File: config.mk
export PLATFORM = sky130hd
export DESIGN_NAME = btn_input_conditioner
export DESIGN_NICKNAME = d
export VERILOG_FILES = /design/src/rtl/btn_input_conditioner_pkg.sv /design/src/rtl/btn_input_conditioner_debounce_fsm.sv /design/src/rtl/btn_input_conditioner.sv
export SDC_FILE = /design/constraint.sdc
export NUM_CORES = 1
export LEC_CHECK = 0
export ABC_AREA = 1
export ABC_CLOCK_PERIOD_IN_PS = 3700
export BUFFER_PORTS_ARGS = -buffer_cell sky130_fd_sc_hd__buf_2
export CAP_MARGIN = 20
export CORE_MARGIN = 10
export CORE_UTILIZATION = 67
export DETAILED_ROUTE_END_ITERATION = 8
export GPL_TIMING_DRIVEN = 0
export PLACE_DENSITY = 0.92
export REMOVE_ABC_BUFFERS = 1
export SLEW_MARGIN = 10
export SYNTH_ARGS = -nofsm -noshare
export SYNTH_HDL_FRONTEND = slang
export SYNTH_HIERARCHICAL = 1
export SYNTH_SLANG_ARGS = --single-unit
File: constraint.sdc
create_clock -name Clk -period 3.7 [get_ports Clk]
set_input_delay 0.555 -clock Clk [delete_from_list [all_inputs] [get_ports Clk]]
set_output_delay 0.555 -clock Clk [all_outputs]
set_load 0.005 [all_outputs]
File: src/rtl/btn_input_conditioner_pkg.sv
// Shared button-conditioner definitions: one-hot FSM encoding
// and the board-rate default debounce/hold/repeat counts.
package btn_input_conditioner_pkg;

  localparam int unsigned DEF_DBNC_CNT   = 1_000_000;
  localparam int unsigned DEF_HOLD_CNT   = 50_000_000;
  localparam int unsigned DEF_REPEAT_CNT = 25_000_000;

  localparam int S_INI  = 0;
  localparam int S_WQ   = 1;
  localparam int S_SCEN = 2;
  localparam int S_HOLD = 3;
  localparam int S_MCEN = 4;
  localparam int S_RPT  = 5;
  localparam int S_WFR  = 6;

  typedef enum logic [6:0] {
    INI     = 7'b000_0001,
    WQ      = 7'b000_0010,
    SCEN_ST = 7'b000_0100,
    HOLD    = 7'b000_1000,
    MCEN_ST = 7'b001_0000,
    RPT     = 7'b010_0000,
    WFR     = 7'b100_0000
  } btn_state_e;

endpackage

File: src/rtl/btn_input_conditioner_debounce_fsm.sv
// One button: 2-flop synchronizer, one-hot debounce/auto-repeat
// FSM with a shared cycle counter, Moore-decoded outputs.
module btn_debounce_fsm
  import btn_input_conditioner_pkg::*;
#(
  parameter int DBNC_CNT   = DEF_DBNC_CNT,
  parameter int HOLD_CNT   = DEF_HOLD_CNT,
  parameter int REPEAT_CNT = DEF_REPEAT_CNT,
  parameter int CNT_W      = $clog2(HOLD_CNT)
) (
  input  logic Clk,
  input  logic reset_n,
  input  logic btn_raw,
  output logic btn_db,
  output logic btn_scen,
  output logic btn_mcen
);

  localparam logic [CNT_W-1:0] DBNC_TC = CNT_W'(DBNC_CNT - 1);
  localparam logic [CNT_W-1:0] HOLD_TC = CNT_W'(HOLD_CNT - 1);
  localparam logic [CNT_W-1:0] RPT_TC  = CNT_W'(REPEAT_CNT - 1);

  logic             s1_q, s1_d;
  logic             s2_q, s2_d;
  btn_state_e       state_q, state_d;
  logic [CNT_W-1:0] cnt_q, cnt_d;
  logic             cnt_inc;
  logic             cnt_clr;

  always_ff @(posedge Clk or negedge reset_n) begin
    if (!reset_n) begin
      s1_q    <= 1'b0;
      s2_q    <= 1'b0;
      state_q <= INI;
      cnt_q   <= '0;
    end else begin
      s1_q    <= s1_d;
      s2_q    <= s2_d;
      state_q <= state_d;
      cnt_q   <= cnt_d;
    end
  end

  always_comb begin
    s1_d    = btn_raw;
    s2_d    = s1_q;
    state_d = state_q;
    cnt_inc = 1'b0;
    cnt_clr = 1'b0;
    unique case (1'b1)
      state_q[S_INI]: begin
        if (s2_q) state_d = WQ;
      end
      state_q[S_WQ]: begin
        if (!s2_q)                 state_d = INI;
        else if (cnt_q == DBNC_TC) state_d = SCEN_ST;
        else                       cnt_inc = 1'b1;
      end
      state_q[S_SCEN]: begin
        state_d = HOLD;
      end
      state_q[S_HOLD]: begin
        if (!s2_q)                 state_d = WFR;
        else if (cnt_q == HOLD_TC) state_d = MCEN_ST;
        else                       cnt_inc = 1'b1;
      end
      state_q[S_MCEN]: begin
        state_d = RPT;
      end
      state_q[S_RPT]: begin
        if (!s2_q)                state_d = WFR;
        else if (cnt_q == RPT_TC) state_d = MCEN_ST;
        else                      cnt_inc = 1'b1;
      end
      state_q[S_WFR]: begin
        // bounce while releasing only restarts the release timer
        if (s2_q)                  cnt_clr = 1'b1;
        else if (cnt_q == DBNC_TC) state_d = INI;
        else                       cnt_inc = 1'b1;
      end
      default: begin
        state_d = INI;
      end
    endcase
    if (state_d != state_q || cnt_clr) cnt_d = '0;
    else if (cnt_inc)                   cnt_d = cnt_q + 1'b1;
    else                                cnt_d = cnt_q;
  end

  assign btn_scen = state_q[S_SCEN];
  assign btn_mcen = state_q[S_SCEN] | state_q[S_MCEN];
  assign btn_db   = ~(state_q[S_INI] | state_q[S_WQ]);

endmodule

File: src/rtl/btn_input_conditioner.sv
// Board-pin button conditioner: one independent debounce FSM
// per button, bused out to the game core.
module btn_input_conditioner
  import btn_input_conditioner_pkg::*;
#(
  parameter int NUM_BTNS   = 5,
  parameter int DBNC_CNT   = DEF_DBNC_CNT,
  parameter int HOLD_CNT   = DEF_HOLD_CNT,
  parameter int REPEAT_CNT = DEF_REPEAT_CNT,
  parameter int CNT_W      = $clog2(HOLD_CNT)
) (
  input  logic                Clk,
  input  logic                reset_n,
  input  logic [NUM_BTNS-1:0] btn_raw,
  output logic [NUM_BTNS-1:0] btn_db,
  output logic [NUM_BTNS-1:0] btn_scen,
  output logic [NUM_BTNS-1:0] btn_mcen
);

  for (genvar i = 0; i < NUM_BTNS; i++) begin : g_btn
    btn_debounce_fsm #(
      .DBNC_CNT   (DBNC_CNT),
      .HOLD_CNT   (HOLD_CNT),
      .REPEAT_CNT (REPEAT_CNT),
      .CNT_W      (CNT_W)
    ) u_fsm (
      .Clk      (Clk),
      .reset_n  (reset_n),
      .btn_raw  (btn_raw[i]),
      .btn_db   (btn_db[i]),
      .btn_scen (btn_scen[i]),
      .btn_mcen (btn_mcen[i])
    );
  end

endmodule

==> flow_metrics.tcl, run 1 <==
set metrics [dict create \
    path_clk_slew_ps 70 \
    vias 12684 \
    dp_hpwl_mm 21.8 \
    path_class "flop to flop" \
    grt_pass1_wl_mm 52.0 \
    cts_sinks 175 \
    final_util_pct 72.2 \
    worstPathCellList "ha_1 -> nand2_1 -> nor2_4 -> nand3_2 -> nor2_1 -> nand2_1 -> nand3_1 -> nand3_1 -> nand2_1 -> nand2_1 -> inv_1 -> nor2_1 -> nand2_1 -> nand2_1 -> nor2_1" \
    max_slew_margin_pct 30.2 \
    path_buf_inv 1 \
    placed_cell_area_um2 12900 \
    hold_path_class "input pin to async pin" \
    place.gp.congestion 0.960 \
    critPathMaxStageDelay_ps 770 \
    hold_ws_ps 156 \
    drt-total-wl_mm 30.4 \
    ys_async_sr_fraction_pct 100 \
    synth_cells 1998 \
    die_x_um 158 \
    yosysSeqAreaShare_pct 34.3 \
    cp_top_family "simple AND/OR/NAND/NOR gates" \
    maxCapViolCount 0 \
    viasPerCell 5.65 \
    arrival_ps 3260 \
    grt_usage_pct 24.6 \
    hold_buffers 0 \
    crit_path_max_fanout 33 \
    post_cts_buffers 0 \
    clk-insertion-delay-late_ps 430 \
    drive_above_1_share_pct 12.1 \
    critPathLaunchType "flop" \
    grt_max_degree 96 \
    synth-edff-count 0 \
    num_io_pins 22 \
    io_buffers 21 \
    avgRoutedWirePerCell_um 13.5 \
    clk_path_buf_depth 2 \
    finClkSkew_ps 9.86 \
    period_needed_ps 2930 \
    ctsResizeCount 0 \
    cpMostUsedCell "nand2_1" \
    die_h_um 158 \
    critPathSlowestCell "nand2_1" \
    drc_errors 0 \
    vdd_drop_max_mv 0.340 \
    rows 50 \
    synth_area_per_cell_um2 6.40 \
    ys_ff_latch 175 \
    area_growth_pct 5.93 \
    nets 2010 \
    yosys_warnings 6 \
    ys.flop_type "dfrtp_1" \
    core_um2 18800 \
    finalHoldViolCount 0 \
    first_global_vias 11418 \
    rsz0062_at_grt "false" \
    leakagePower_nw 6.40 \
    dr.pass1.iters 8 \
    fmax_mhz 341 \
    fin_tns_setup_ps 0 \
    finalWorstSetupSlack_ps 768 \
    place_ws_ps 853 \
    powerDensity_nw_per_um2 351 \
    tightest_slew_ps 1040 \
    ys_types 34 \
    antenna_found_initial 0 \
    ant_nets 0 \
    cp.required_ps 4030 \
    finalSetupViolCount 0 \
    fin_area_um2 13500 \
    diodes 0 \
    synth_area_um2 12800 \
    h-tree-depth 4 \
    die_area_um2 25000 \
    cts_made_buffers 17 \
    cp-end-kind "flop" \
    outcome "complete, no violations" \
    drt_iter0_drc 1254 \
    root_buffer "clkbuf_16" \
    grt_overflow 0 \
    cts_tree "done" \
    post-route-period-util_pct 79.2 \
    maxSlewViolCount 0 \
    start_util_pct 68.1 \
    r2r_setup_slack_ps 770 \
]
-- worst register-to-register path, stage by stage (launching register included) --
cell	delay, ps
dfrtp_1	400
ha_1	250
nand2_1	140
nor2_4	60
nand3_2	80
nor2_1	40
nand2_1	90
nand3_1	70
nand3_1	70
nand2_1	50
nand2_1	770
inv_1	400
nor2_1	240
nand2_1	70
nand2_1	70
nor2_1	40
-- worst paths after layout --
kind | from | endpoint | depth (start not counted)
max | g_btn[4].u_fsm/cnt_q[0]$_DFFE_PN0P_ | g_btn[4].u_fsm/cnt_q[10]$_DFFE_PN0P_ | 15
min in group Clk | btn_raw[1] | g_btn[1].u_fsm/s1_q$_DFF_PN0_ | 1
min reg2reg | g_btn[2].u_fsm/s1_q$_DFF_PN0_ | g_btn[2].u_fsm/s2_q$_DFF_PN0_ | 0
min | reset_n | g_btn[0].u_fsm/s1_q$_DFF_PN0_ | 1
max reg2reg | g_btn[4].u_fsm/cnt_q[0]$_DFFE_PN0P_ | g_btn[4].u_fsm/cnt_q[10]$_DFFE_PN0P_ | 15
max in group asynchronous | reset_n | g_btn[2].u_fsm/state_q[0]$_DFF_PN1_ | 2
-- cells by family after synthesis --
family	after synthesis	share of synthesized area, %
simple gates	1444	52.3
buf+inv	312	10.1
flops	175	34.3
compound gates	50	2.04
xor+xnor	12	0.822
fa+ha+maj	5	0.489
-- routing by layer --
layer / up-vias / track usage (%) / wire length, µm
met1: 5916 / 33.0 / 13800
met4: 0 / 5.21 / 267
met3: 32 / 3.47 / 1690
met5: - / 0 / 0
li1: 6314 / - / -
met2: 422 / 41.4 / 14600
-- Yosys cell counts (all sizes together), types with 5 or more instances --
library cell    n  area (µm²)
nand2         607        2360
nor2          418        1930
inv           271        1020
nand3         254        1320
dfrtp         170        4250
nor3           67         360
nand4          56         357
buf            36         251
a21oi          30         158
nor4           20         200
o21ai          19        95.1
nand3b         13        97.6
or2             8        50.1
xor2            8        70.1
clkbuf          5        18.8
dfstp           5         131
ha              5        62.6
-- final cells by class --
cell class,instances,area (µm²)
fill,1551,5230
timing repair buffer,22,143
tap,234,293
sequential,175,4390
multi-input combinational,1511,7110
clock buffer,18,439
inverter,271,1020
clock inverter,14,154
-- metrics by stage --
stage | total power [mW] | cells
floorplan | 2.69 | 1957
global placement | 2.93 | 2212
detailed placement | 2.95 | 2213
CTS | 4.79 | 2245
global route | 4.99 | 2245
finish | 4.75 | 2245
-- power breakdown --
| part | switching (mW) | internal, mW | leakage (nW) | total (mW) |
|---|---|---|---|---|
| Clock | 0.803 | 1.03 | 0.295 | 1.83 |
| Sequential | 0.0680 | 1.99 | 2.39 | 2.05 |
| Combinational | 0.661 | 0.209 | 3.71 | 0.870 |
-- cells in the final DEF, fill, tap and decap left out, types with 15 or more instances in the layout --
master	instances
buf_2	20
clkbuf_16	17
nor2_2	80
nand4_1	55
nor2_4	19
inv_2	25
nor4_1	15
a21oi_1	28
nor2_1	318
nand2_1	577
nand2_2	28
nor3_1	62
dfrtp_1	170
o21ai_0	19
inv_1	246
nand3_1	246
-- flip-flops by register name (all words and copies together) (netlist names) --
| register | flops |
|---|---|
| g_btn.u_fsm/cnt_q | 130 |
| g_btn.u_fsm/state_q | 35 |
| g_btn.u_fsm/s1_q | 5 |
| g_btn.u_fsm/s2_q | 5 |
Power figures use the tool's default switching activity.
==> inputs of run 2 (changes only) <==
ABC_CLOCK_PERIOD_IN_PS = 2600   (was 3700)
CORE_UTILIZATION = 58   (was 67)
PLACE_DENSITY = 0.85   (was 0.92)
clock period = 2.6 ns   (was 3.7 ns; I/O delays follow)
==> run 2 against run 1 <==
  * Sequential cell count stayed put
  * Sequential power rose by 42%
  * Register-to-register slack lost 560 ps
  * Sequential share of layout area is 0.36 points lower
  * Maximum frequency increased by 23%
  * Via count down 1.1%
  * Final cell count up 2.6%
  * Highest routed layer unchanged
==> flow_metrics.tcl, run 2 (synthesis results as in run 1) <==
set metrics [dict create \
    rows 54 \
    cp.required_ps 2960 \
    io_buffers 21 \
    cts_tree "done" \
    path_class "flop to flop" \
    drt_iter0_drc 1295 \
    h-tree-depth 4 \
    viasPerCell 5.45 \
    arrival_ps 2750 \
    grt_usage_pct 21.0 \
    hold_path_class "input pin to flop" \
    drc_errors 0 \
    powerDensity_nw_per_um2 489 \
    finalWorstSetupSlack_ps 207 \
    cp_top_family "simple AND/OR/NAND/NOR gates" \
    maxCapViolCount 0 \
    num_io_pins 22 \
    dp_cells 2259 \
    die_h_um 168 \
    largest_reg_flops 130 \
    critPathLaunchType "flop" \
    finalHoldViolCount 0 \
    outcome "complete, no violations" \
    fin_area_um2 13700 \
    drive_above_1_share_pct 12.6 \
    post-route-period-util_pct 92.0 \
    vias 12548 \
    drt-total-wl_mm 30.0 \
    tightest_slew_ps 690 \
    grt_pass1_wl_mm 51.8 \
    avgRoutedWirePerCell_um 13.0 \
    antenna_found_initial 1 \
    grt_max_degree 102 \
    grt_overflow 0 \
    dp_hpwl_mm 21.5 \
    clk-insertion-delay-late_ps 430 \
    fmax_mhz 418 \
    vdd_drop_max_mv 0.376 \
    root_buffer "clkbuf_16" \
    cp-end-kind "flop" \
    die_area_um2 28400 \
    leakagePower_nw 6.43 \
    cts_sinks 175 \
    final_cell_mix "nand2_1 (575), nor2_1 (318), inv_1 (246), nand3_1 (246), dfrtp_1 (170)" \
    first_global_vias 11394 \
    period_needed_ps 2390 \
    nets 2021 \
    largest-register "g_btn.u_fsm/cnt_q" \
    critPathSlowestCell "dfrtp_1" \
    maxSlewViolCount 0 \
    fin_tns_setup_ps 0 \
    power_mw 6.70 \
    critPathMaxStageDelay_ps 380 \
    path_buf_inv 1 \
    crit_path_max_fanout 33 \
    finClkSkew_ps 9.95 \
    fin_cells 2303 \
    clk_path_buf_depth 2 \
    finalSetupViolCount 0 \
    final_util_pct 63.0 \
    area_growth_pct 7.13 \
    cts_made_buffers 17 \
    dr.pass1.iters 6 \
    cpMostUsedCell "nand2_1" \
    placed_cell_area_um2 13000 \
    hold_ws_ps 58.9 \
    place.gp.congestion 0.943 \
    rsz0062_at_grt "false" \
    place_ws_ps -323 \
    reg_top3 "g_btn.u_fsm/cnt_q: 130 flops, g_btn.u_fsm/state_q: 35 flops" \
    start_util_pct 58.8 \
    core_um2 21800 \
    path_clk_slew_ps 70 \
    die_x_um 168 \
    ant_nets 0 \
    worstPathCellList "ha_1 -> nand2_1 -> nor2_4 -> nand3_2 -> nor2_2 -> nand2_1 -> nand2_1 -> nand3_1 -> nand2_1 -> nand2_4 -> inv_1 -> nor2_1 -> nand2_1 -> nand2_1 -> nor2_1" \
    final_common_cell "nand2_1" \
    max_slew_margin_pct 53.6 \
]
## run 2: layout make-up
class	instances	area [µm²]
Fill cell	1971	8060
Multi-Input combinational cell	1512	7170
Sequential cell	175	4390
Inverter	271	1020
Clock buffer	18	439
Tap cell	280	350
Timing Repair Buffer	32	220
Clock inverter	14	111
Antenna cell	1	2.50
## run 2: worst paths after layout
kind	start	cells after the start	slack (ps)	endpoint
worst min-delay path	btn_raw[1]	1	60	g_btn[1].u_fsm/s1_q$_DFF_PN0_
max in group asynchronous	reset_n	3	1160	g_btn[4].u_fsm/state_q[0]$_DFF_PN1_
worst min register to register	g_btn[1].u_fsm/s1_q$_DFF_PN0_	0	350	g_btn[1].u_fsm/s2_q$_DFF_PN0_
worst max register to register	g_btn[4].u_fsm/cnt_q[0]$_DFFE_PN0P_	15	210	g_btn[4].u_fsm/cnt_q[10]$_DFFE_PN0P_
worst max-delay path	g_btn[4].u_fsm/cnt_q[0]$_DFFE_PN0P_	15	210	g_btn[4].u_fsm/cnt_q[10]$_DFFE_PN0P_
min in group asynchronous	reset_n	2	530	g_btn[0].u_fsm/s1_q$_DFF_PN0_
## run 2: what timing repair did
action	in CTS	in global routing
pin swaps	0	5
gates cloned	0	1
endpoints found under the hold margin	71	0
hold buffers	1	0
gates resized for setup	2	7
setup buffers	0	9
setup endpoints to repair	17	107
## run 2: worst register-to-register path: stages (launching register included)
cell	delay, ps
dfrtp_1	380
ha_1	230
nand2_1	130
nor2_4	140
nand3_2	110
nor2_2	120
nand2_1	80
nand2_1	70
nand3_1	70
nand2_1	100
nand2_4	220
inv_1	320
nor2_1	120
nand2_1	90
nand2_1	60
nor2_1	90
## run 2: per-layer routing
layer / routed length [µm] / global-route usage [%]
met2: 14300 / 34.5
met3: 1680 / 3.29
met1: 13700 / 27.9
met5: 0 / 0
met4: 405 / 6.21
## run 2: where the power goes
part	switching, mW	internal (mW)
combinational	0.973	0.388
clock	1.16	1.26
sequential	0.0967	2.83
